File: config.mk
export PLATFORM = sky130hd
export DESIGN_NAME = vga_timing_gen
export DESIGN_NICKNAME = d
export VERILOG_FILES = /design/src/rtl/vga_timing_gen.sv
export SDC_FILE = /design/constraint.sdc
export NUM_CORES = 1
export LEC_CHECK = 0
export ABC_CLOCK_PERIOD_IN_PS = 2600
export CAP_MARGIN = 20
export CORE_UTILIZATION = 47
export DETAILED_ROUTE_END_ITERATION = 6
export PLACE_DENSITY = 0.76
export SLEW_MARGIN = 10
export SYNTH_ARGS = -nofsm -noshare
export SYNTH_HDL_FRONTEND = slang
export SYNTH_SLANG_ARGS = --single-unit
File: constraint.sdc
create_clock -name clk -period 2.6 [get_ports clk]
set_input_delay 0.52 -clock clk [delete_from_list [all_inputs] [get_ports clk]]
set_output_delay 0.52 -clock clk [all_outputs]
set_load 0.01 [all_outputs]
File: src/rtl/vga_timing_gen.sv
// vga_timing_gen: parametrised video timing + test-pattern generator.
//   clk, rst_n            pixel clock, async active-low reset
//   en                    generator enable; low clears and holds the counters
//   mode[2:0]             pattern select, latched at the top-left pixel
//   solid_rgb[23:0]       {r,g,b} for the solid pattern
//   hs, vs, de            syncs (polarity by HS_POL/VS_POL) and active video
//   x, y                  active pixel coordinates, 0 during blanking
//   frame_start           strobe on pixel (0,0)
//   line_start            strobe on x=0 of every active line
//   rgb_r, rgb_g, rgb_b   pixel data, black outside active video
// Every output is one register stage behind the counters, so all are aligned.
module vga_timing_gen #(
  parameter int H_ACTIVE = 1280,
  parameter int H_FP     = 110,
  parameter int H_SYNC   = 40,
  parameter int H_BP     = 220,
  parameter int V_ACTIVE = 720,
  parameter int V_FP     = 5,
  parameter int V_SYNC   = 5,
  parameter int V_BP     = 20,
  parameter bit HS_POL   = 1'b1,
  parameter bit VS_POL   = 1'b1,
  parameter int CNT_W    = 12,
  parameter int CHK_LOG2 = 5,
  parameter int RAMP_LSB = 2
) (
  input  logic             clk,
  input  logic             rst_n,
  input  logic             en,
  input  logic [2:0]       mode,
  input  logic [23:0]      solid_rgb,
  output logic             hs,
  output logic             vs,
  output logic             de,
  output logic [CNT_W-1:0] x,
  output logic [CNT_W-1:0] y,
  output logic             frame_start,
  output logic             line_start,
  output logic [7:0]       rgb_r,
  output logic [7:0]       rgb_g,
  output logic [7:0]       rgb_b
);

  localparam int H_TOTAL = H_ACTIVE + H_FP + H_SYNC + H_BP;
  localparam int V_TOTAL = V_ACTIVE + V_FP + V_SYNC + V_BP;

  typedef logic [CNT_W-1:0] cnt_t;

  localparam cnt_t ONE      = cnt_t'(1);
  localparam cnt_t H_LAST   = cnt_t'(H_TOTAL - 1);
  localparam cnt_t V_LAST   = cnt_t'(V_TOTAL - 1);
  localparam cnt_t HA_C     = cnt_t'(H_ACTIVE);
  localparam cnt_t VA_C     = cnt_t'(V_ACTIVE);
  localparam cnt_t H_HALF   = cnt_t'(H_ACTIVE / 2);
  localparam cnt_t V_HALF   = cnt_t'(V_ACTIVE / 2);
  // Inclusive sync windows: an exclusive end could wrap to 0 when the
  // total equals 2^CNT_W and the back porch is empty.
  localparam cnt_t HS_FIRST = cnt_t'(H_ACTIVE + H_FP);
  localparam cnt_t HS_LAST  = cnt_t'(H_ACTIVE + H_FP + H_SYNC - 1);
  localparam cnt_t VS_FIRST = cnt_t'(V_ACTIVE + V_FP);
  localparam cnt_t VS_LAST  = cnt_t'(V_ACTIVE + V_FP + V_SYNC - 1);
  localparam cnt_t BAR_LAST = cnt_t'(H_ACTIVE / 8 - 1);

  localparam logic [23:0] WHITE   = 24'hffffff;
  localparam logic [23:0] YELLOW  = 24'hffff00;
  localparam logic [23:0] CYAN    = 24'h00ffff;
  localparam logic [23:0] GREEN   = 24'h00ff00;
  localparam logic [23:0] MAGENTA = 24'hff00ff;
  localparam logic [23:0] RED     = 24'hff0000;
  localparam logic [23:0] BLUE    = 24'h0000ff;
  localparam logic [23:0] BLACK   = 24'h000000;

  cnt_t       h_cnt, v_cnt;
  cnt_t       bar_cnt;      // position inside the current colour bar
  logic [2:0] bar_idx;      // current bar, saturating at 7
  logic [2:0] mode_q;

  logic       at_origin, de_n, hs_n, vs_n, fs_n, ls_n;
  logic [2:0] mode_eff;
  logic [23:0] pix_n;

  // ---------------------------------------------------------------- counters
  always_ff @(posedge clk or negedge rst_n) begin
    if (!rst_n) begin
      h_cnt   <= '0;
      v_cnt   <= '0;
      bar_cnt <= '0;
      bar_idx <= '0;
      mode_q  <= '0;
    end else if (!en) begin
      h_cnt   <= '0;
      v_cnt   <= '0;
      bar_cnt <= '0;
      bar_idx <= '0;
    end else begin
      if (h_cnt == H_LAST) begin
        h_cnt <= '0;
        v_cnt <= (v_cnt == V_LAST) ? '0 : v_cnt + ONE;
      end else begin
        h_cnt <= h_cnt + ONE;
      end
      // Bar tracker follows h_cnt so no divide by BAR_W is needed.
      if (h_cnt == H_LAST) begin
        bar_cnt <= '0;
        bar_idx <= '0;
      end else if (bar_cnt == BAR_LAST) begin
        bar_cnt <= '0;
        if (bar_idx != 3'd7) bar_idx <= bar_idx + 3'd1;
      end else begin
        bar_cnt <= bar_cnt + ONE;
      end
      if (at_origin) mode_q <= mode;
    end
  end

  // -------------------------------------------------------- next outputs
  assign at_origin = (h_cnt == '0) && (v_cnt == '0);
  // The frame_start pixel already uses the mode being captured on this edge.
  assign mode_eff  = at_origin ? mode : mode_q;

  assign de_n = en && (h_cnt < HA_C) && (v_cnt < VA_C);
  assign hs_n = (en && h_cnt >= HS_FIRST && h_cnt <= HS_LAST) ? HS_POL : ~HS_POL;
  assign vs_n = (en && v_cnt >= VS_FIRST && v_cnt <= VS_LAST) ? VS_POL : ~VS_POL;
  assign fs_n = en && at_origin;
  assign ls_n = en && (h_cnt == '0) && (v_cnt < VA_C);

  always_comb begin
    pix_n = BLACK;
    if (de_n) begin
      case (mode_eff)
        3'd0: pix_n = (h_cnt < H_HALF) ? ((v_cnt < V_HALF) ? WHITE  : CYAN)
                                       : ((v_cnt < V_HALF) ? YELLOW : GREEN);
        3'd1: begin
          case (bar_idx)
            3'd0:    pix_n = WHITE;
            3'd1:    pix_n = YELLOW;
            3'd2:    pix_n = CYAN;
            3'd3:    pix_n = GREEN;
            3'd4:    pix_n = MAGENTA;
            3'd5:    pix_n = RED;
            3'd6:    pix_n = BLUE;
            default: pix_n = BLACK;
          endcase
        end
        3'd2:    pix_n = (h_cnt[CHK_LOG2] ^ v_cnt[CHK_LOG2]) ? BLACK : WHITE;
        3'd3:    pix_n = {3{h_cnt[RAMP_LSB+7:RAMP_LSB]}};
        3'd4:    pix_n = solid_rgb;
        default: pix_n = BLACK;
      endcase
    end
  end

  // ------------------------------------------------------ output registers
  always_ff @(posedge clk or negedge rst_n) begin
    if (!rst_n) begin
      hs          <= ~HS_POL;
      vs          <= ~VS_POL;
      de          <= 1'b0;
      x           <= '0;
      y           <= '0;
      frame_start <= 1'b0;
      line_start  <= 1'b0;
      rgb_r       <= '0;
      rgb_g       <= '0;
      rgb_b       <= '0;
    end else begin
      hs          <= hs_n;
      vs          <= vs_n;
      de          <= de_n;
      x           <= de_n ? h_cnt : '0;
      y           <= de_n ? v_cnt : '0;
      frame_start <= fs_n;
      line_start  <= ls_n;
      {rgb_r, rgb_g, rgb_b} <= pix_n;
    end
  end

endmodule

==> reports/results.txt <==
The gate count after technology mapping was 444. Along the worst path, the maximum fanout reaches 8. The routed wire length is 10,280 um, and the initial antenna violation count is 0. Total negative slack for setup checks: 0 ns. Path type of the worst setup path: flip-flop to flip-flop. Measured along the x axis, the die boundary spans 100.1 um. Across every metal layer, demand over resource in global routing totals 21.99%. The tools report the area occupied by multi-input gates as 2008 um2. The core region is 9284 um2. Setup repair after global routing could not meet its margin everywhere.

The detailed router placed 3,578 vias in this run. After filler insertion, the fill cell instance count of the layout stands at 751. The die extent in y was 100.1 um. Traced cell by cell, the critical path runs through inv_2 -> ha_1 -> nor4b_4 -> nand3_2 -> or4b_4 -> o21ai_2 -> o311ai_1 -> o21a_2 -> a31oi_1. Setup violations remaining at the end of the flow were counted as 0. Summed over all cells, the static leakage comes to 2.613 nW. TritonCTS built the clock tree. Global-route wire length before repair: 17,110 um. Cell family contributing the most delay on the critical path: simple AND/OR/NAND/NOR gates. The category of the worst setup path capture point is a flip-flop.

After clock tree synthesis, the clock-pin slew on the worst setup and hold paths is 0.10 ns. For the number of hold-slack violations in the final timing report, the log shows 0. Counting I/O delays and the setup requirement, the final critical path takes 2.520 ns.

End-of-flow core utilization: 63.46%. The tools report the critical path launch point type as a flip-flop. The logs give 0.37 ns for the worst-skew pair later-pin latency and 0 for the residual overflow from global routing. The tools report the via count of the first global-routing pass as 3,654. From synthesis to final layout, the design area changed by 30.15%. For the worst slew slack as a fraction of its limit, the log shows 54.34%. The flow ran to the end, and the final reports show no timing, DRC or antenna violations. The root buffer cell chosen for the clock tree is sky130_fd_sc_hd__clkbuf_8. Maximum resistive drop on vdd: 279.3 uV. TritonCTS created 9 clock buffers. The clock passes through at most 2 buffers.

For this configuration, the core starts out at a cell density of 48.76%. The final routed wire length divided by cell count came out at 15.18 um. At the pin with the least slew margin, the transition time is 0.6849 ns. At the worst endpoint, the required time is 2.89 ns.

Share of the cycle needed by the critical path after routing: 96.94%. The average footprint of a synthesized cell was 10.20 um2. The number of buffer and inverter stages on the critical path was 1; the number of placed I/O pins was 83.

Summing all flip-flop and latch instances after layout gives 2377 um2. Routability-driven placement finished with a final weighted congestion of 0.8629. The count of distinct cell types in the synthesized netlist was 56; the number of max-slew violations in the final report was 0. Among all stages on the critical path, the largest delay is contributed by sky130_fd_sc_hd__or4b_4.

The data arrival time of the critical path was 2.81 ns; the pin count of the biggest net entering global routing was 57. For the smallest setup slack after layout, the log shows 0.07967 ns. The HPWL after detailed placement is 7427 um, and the number of storage elements in the synthesis netlist is 95.

Counting every sink on the clock net gives 95. After synthesis, flip-flops and latches occupy 52.52% of the total area. The run gives 123 as the number of DRC markers in iteration 0. The tools report the total number of nets in the final design as 588. The fraction of layout cells with a size suffix above 1 was 14.42%; the quantity of I/O buffers inserted on ports was 82. The tools report the number of cell rows as 35. The number of hold buffers added after CTS was 0; the highest cell delay on the worst timing path was 0.62 ns. The number of antenna diodes in the final layout is 0.

The area of the die was 10,030 um2; the average via count per standard cell was 5.285. OpenSTA, run right after detailed placement, puts the worst setup slack at -0.08608 ns. The H-tree generated during clock tree synthesis spans 3 levels. Once detail routing completed, the nets flagged for antenna violations numbered 0. The tool flagged a number of max-cap violations equal to 0.

The summed instance area of the synthesized netlist came out at 4527 um2. The tools report the first-pass iteration count of the detailed router as 4. In the routed design, unresolved DRC markers number 0. Across the routed clock network, the largest skew measured is 0.008722 ns.

The worst hold path belongs to the class primary input to asynchronous set/reset pin. The Yosys step of the flow raised 0 warnings. In this run the power density over the cells is 557.1 nW/um2. The tools report the maximum achievable frequency as 396.8 MHz.
[registers in the layout, indices dropped and copies added, names as in the netlist]
| name | cells |
|---|---|
| bar_cnt | 12 |
| h_cnt | 12 |
| v_cnt | 12 |
| x | 12 |
| y | 12 |
| rgb_b | 8 |
| rgb_g | 8 |
| rgb_r | 8 |
| bar_idx | 3 |
| mode_q | 3 |
| de | 1 |
| frame_start | 1 |
| hs | 1 |
| line_start | 1 |
| vs | 1 |
[metrics by stage]
step,cell area [um2],total power [mW],hold slack (ns),std cells
after global routing,5892,3.435,0.2327,677
after detailed placement,5605,2.250,0.4819,658
after global placement,5605,2.231,0.4709,658
after floorplan,4534,1.936,0.2244,446
final,5892,3.282,0.1829,677
after CTS,5829,3.288,0.2023,675
[routing by layer]
| metal | track usage (%) | routed length [um] | up-vias |
|---|---|---|---|
| met1 | 26.86 | 4349 | 1751 |
| met3 | 4.805 | 368 | 27 |
| met4 | 8.250 | 242 | 0 |
| li1 | - | - | 1701 |
| met2 | 38.15 | 5315 | 99 |
| met5 | 0 | 0 | - |
[area by class of cell]
class | count | share of cell area (%)
Inverter | 16 | 1.019
Sequential cell | 95 | 40.35
Multi-Input combinational cell | 308 | 34.08
Clock buffer | 9 | 2.102
Tap cell | 129 | 2.739
Timing Repair Buffer | 113 | 18.26
Clock inverter | 7 | 1.444
[worst reg2reg max path, delay by kind of cell, from the launching register on]
| kind | cells | cell delay [ns] |
|---|---|---|
| AO/OA/AOI/OAI | 4 | 0.75 |
| adder cells (fa/ha/maj) | 1 | 0.15 |
| AND/OR/NAND/NOR | 3 | 1.05 |
| flip-flops | 1 | 0.42 |
| buffers and inverters | 1 | 0.09 |
[cells in the mapped netlist (all sizes together)]
cell     count  area (um2)
nor2b        2       12.51
nand4        5       37.53
o31ai        4       30.03
xnor2        8       70.07
nor4bb       1       10.01
nand2       48       180.2
and3        10       62.56
o22ai        1       6.260
nor4b        1       15.01
nor3b        2       15.01
conb         1       3.750
nor4         5       58.80
a31oi       27       175.2
mux2i        6       60.06
o2111ai      1       8.760
a21o         1       7.510
nand2b       3       18.77
xor2        13       113.9
a21oi        6       33.78
and2        23       145.1
a211o        1       8.760
or4b         1       13.76
buf         14       95.08
dfrtp       95        2377
and4b        1       10.01
o41ai        2       25.03
nand3       18       90.09
o211a        1       10.01
nor2        46       172.7
o221a        1       20.02
o21ai       28       147.6
nor3         7       46.30
inv         16       60.06
ha          15       187.7
o21a         2       16.27
nand4b       2       17.52
mux2         6       67.56
or2b         1       7.510
clkbuf      13       48.80
o311ai       1       8.760
or2          3       18.77
or3          2       12.51
[repair_timing]
item | 4_1_cts | 5_1_grt
pin swaps | 0 | 6
setup buffers | 1 | 2
cloned | 0 | 0
endpoints found under the hold margin | 0 | 0
endpoints found under the setup margin | 24 | 24
gates resized for setup | 3 | 10
[logic make-up (layout without fill, tap and decap cells)]
family | Yosys count | after routing | share of synthesized area [%]
adders and majority gates | 15 | 15 | 4.146
xor gates and xnor gates | 21 | 21 | 4.063
other | 1 | 3 | 0.08284
and+or+nand+nor | 181 | 181 | 20.87
AOI/OAI and AO/OA | 76 | 76 | 11.00
muxes | 12 | 12 | 2.819
buffers and inverters | 43 | 145 | 4.505
DFF | 95 | 95 | 52.52
[power by group]
group          total [mW]  internal (mW)  switching, mW
sequential           1.61           1.57         0.0459
clock                1.04          0.467          0.570
combinational       0.632          0.319          0.313
[path summary, 6_finish.rpt]
path | startpoint | endpoint | slack (ns) | depth (start not counted)
max | v_cnt[1] | rgb_g[5] | 0.08 | 9
min | rst_n | y[10] | 0.18 | 1
max reg2reg | v_cnt[1] | rgb_g[5] | 0.08 | 9
min reg2reg | bar_cnt[0] | bar_cnt[0] | 0.50 | 1
max in group asynchronous | rst_n | bar_idx[1] | 1.77 | 2
min in group clk | bar_cnt[0] | bar_cnt[0] | 0.50 | 1
[cell usage in the layout (no fill, tap or decap), drive strengths merged, types with 7 or more instances in the layout]
master / synthesis / final
xor2: 13 / 13
and2: 23 / 23
nor3: 7 / 7
nor2: 46 / 46
nand2: 48 / 48
ha: 15 / 15
clkdlybuf4s50: 0 / 81
o21ai: 28 / 28
clkbuf: 13 / 9
buf: 14 / 32
and3: 10 / 10
inv: 16 / 21
nand3: 18 / 18
dfrtp: 95 / 95
a31oi: 27 / 27
xnor2: 8 / 8
Power figures use the tool's default switching activity.
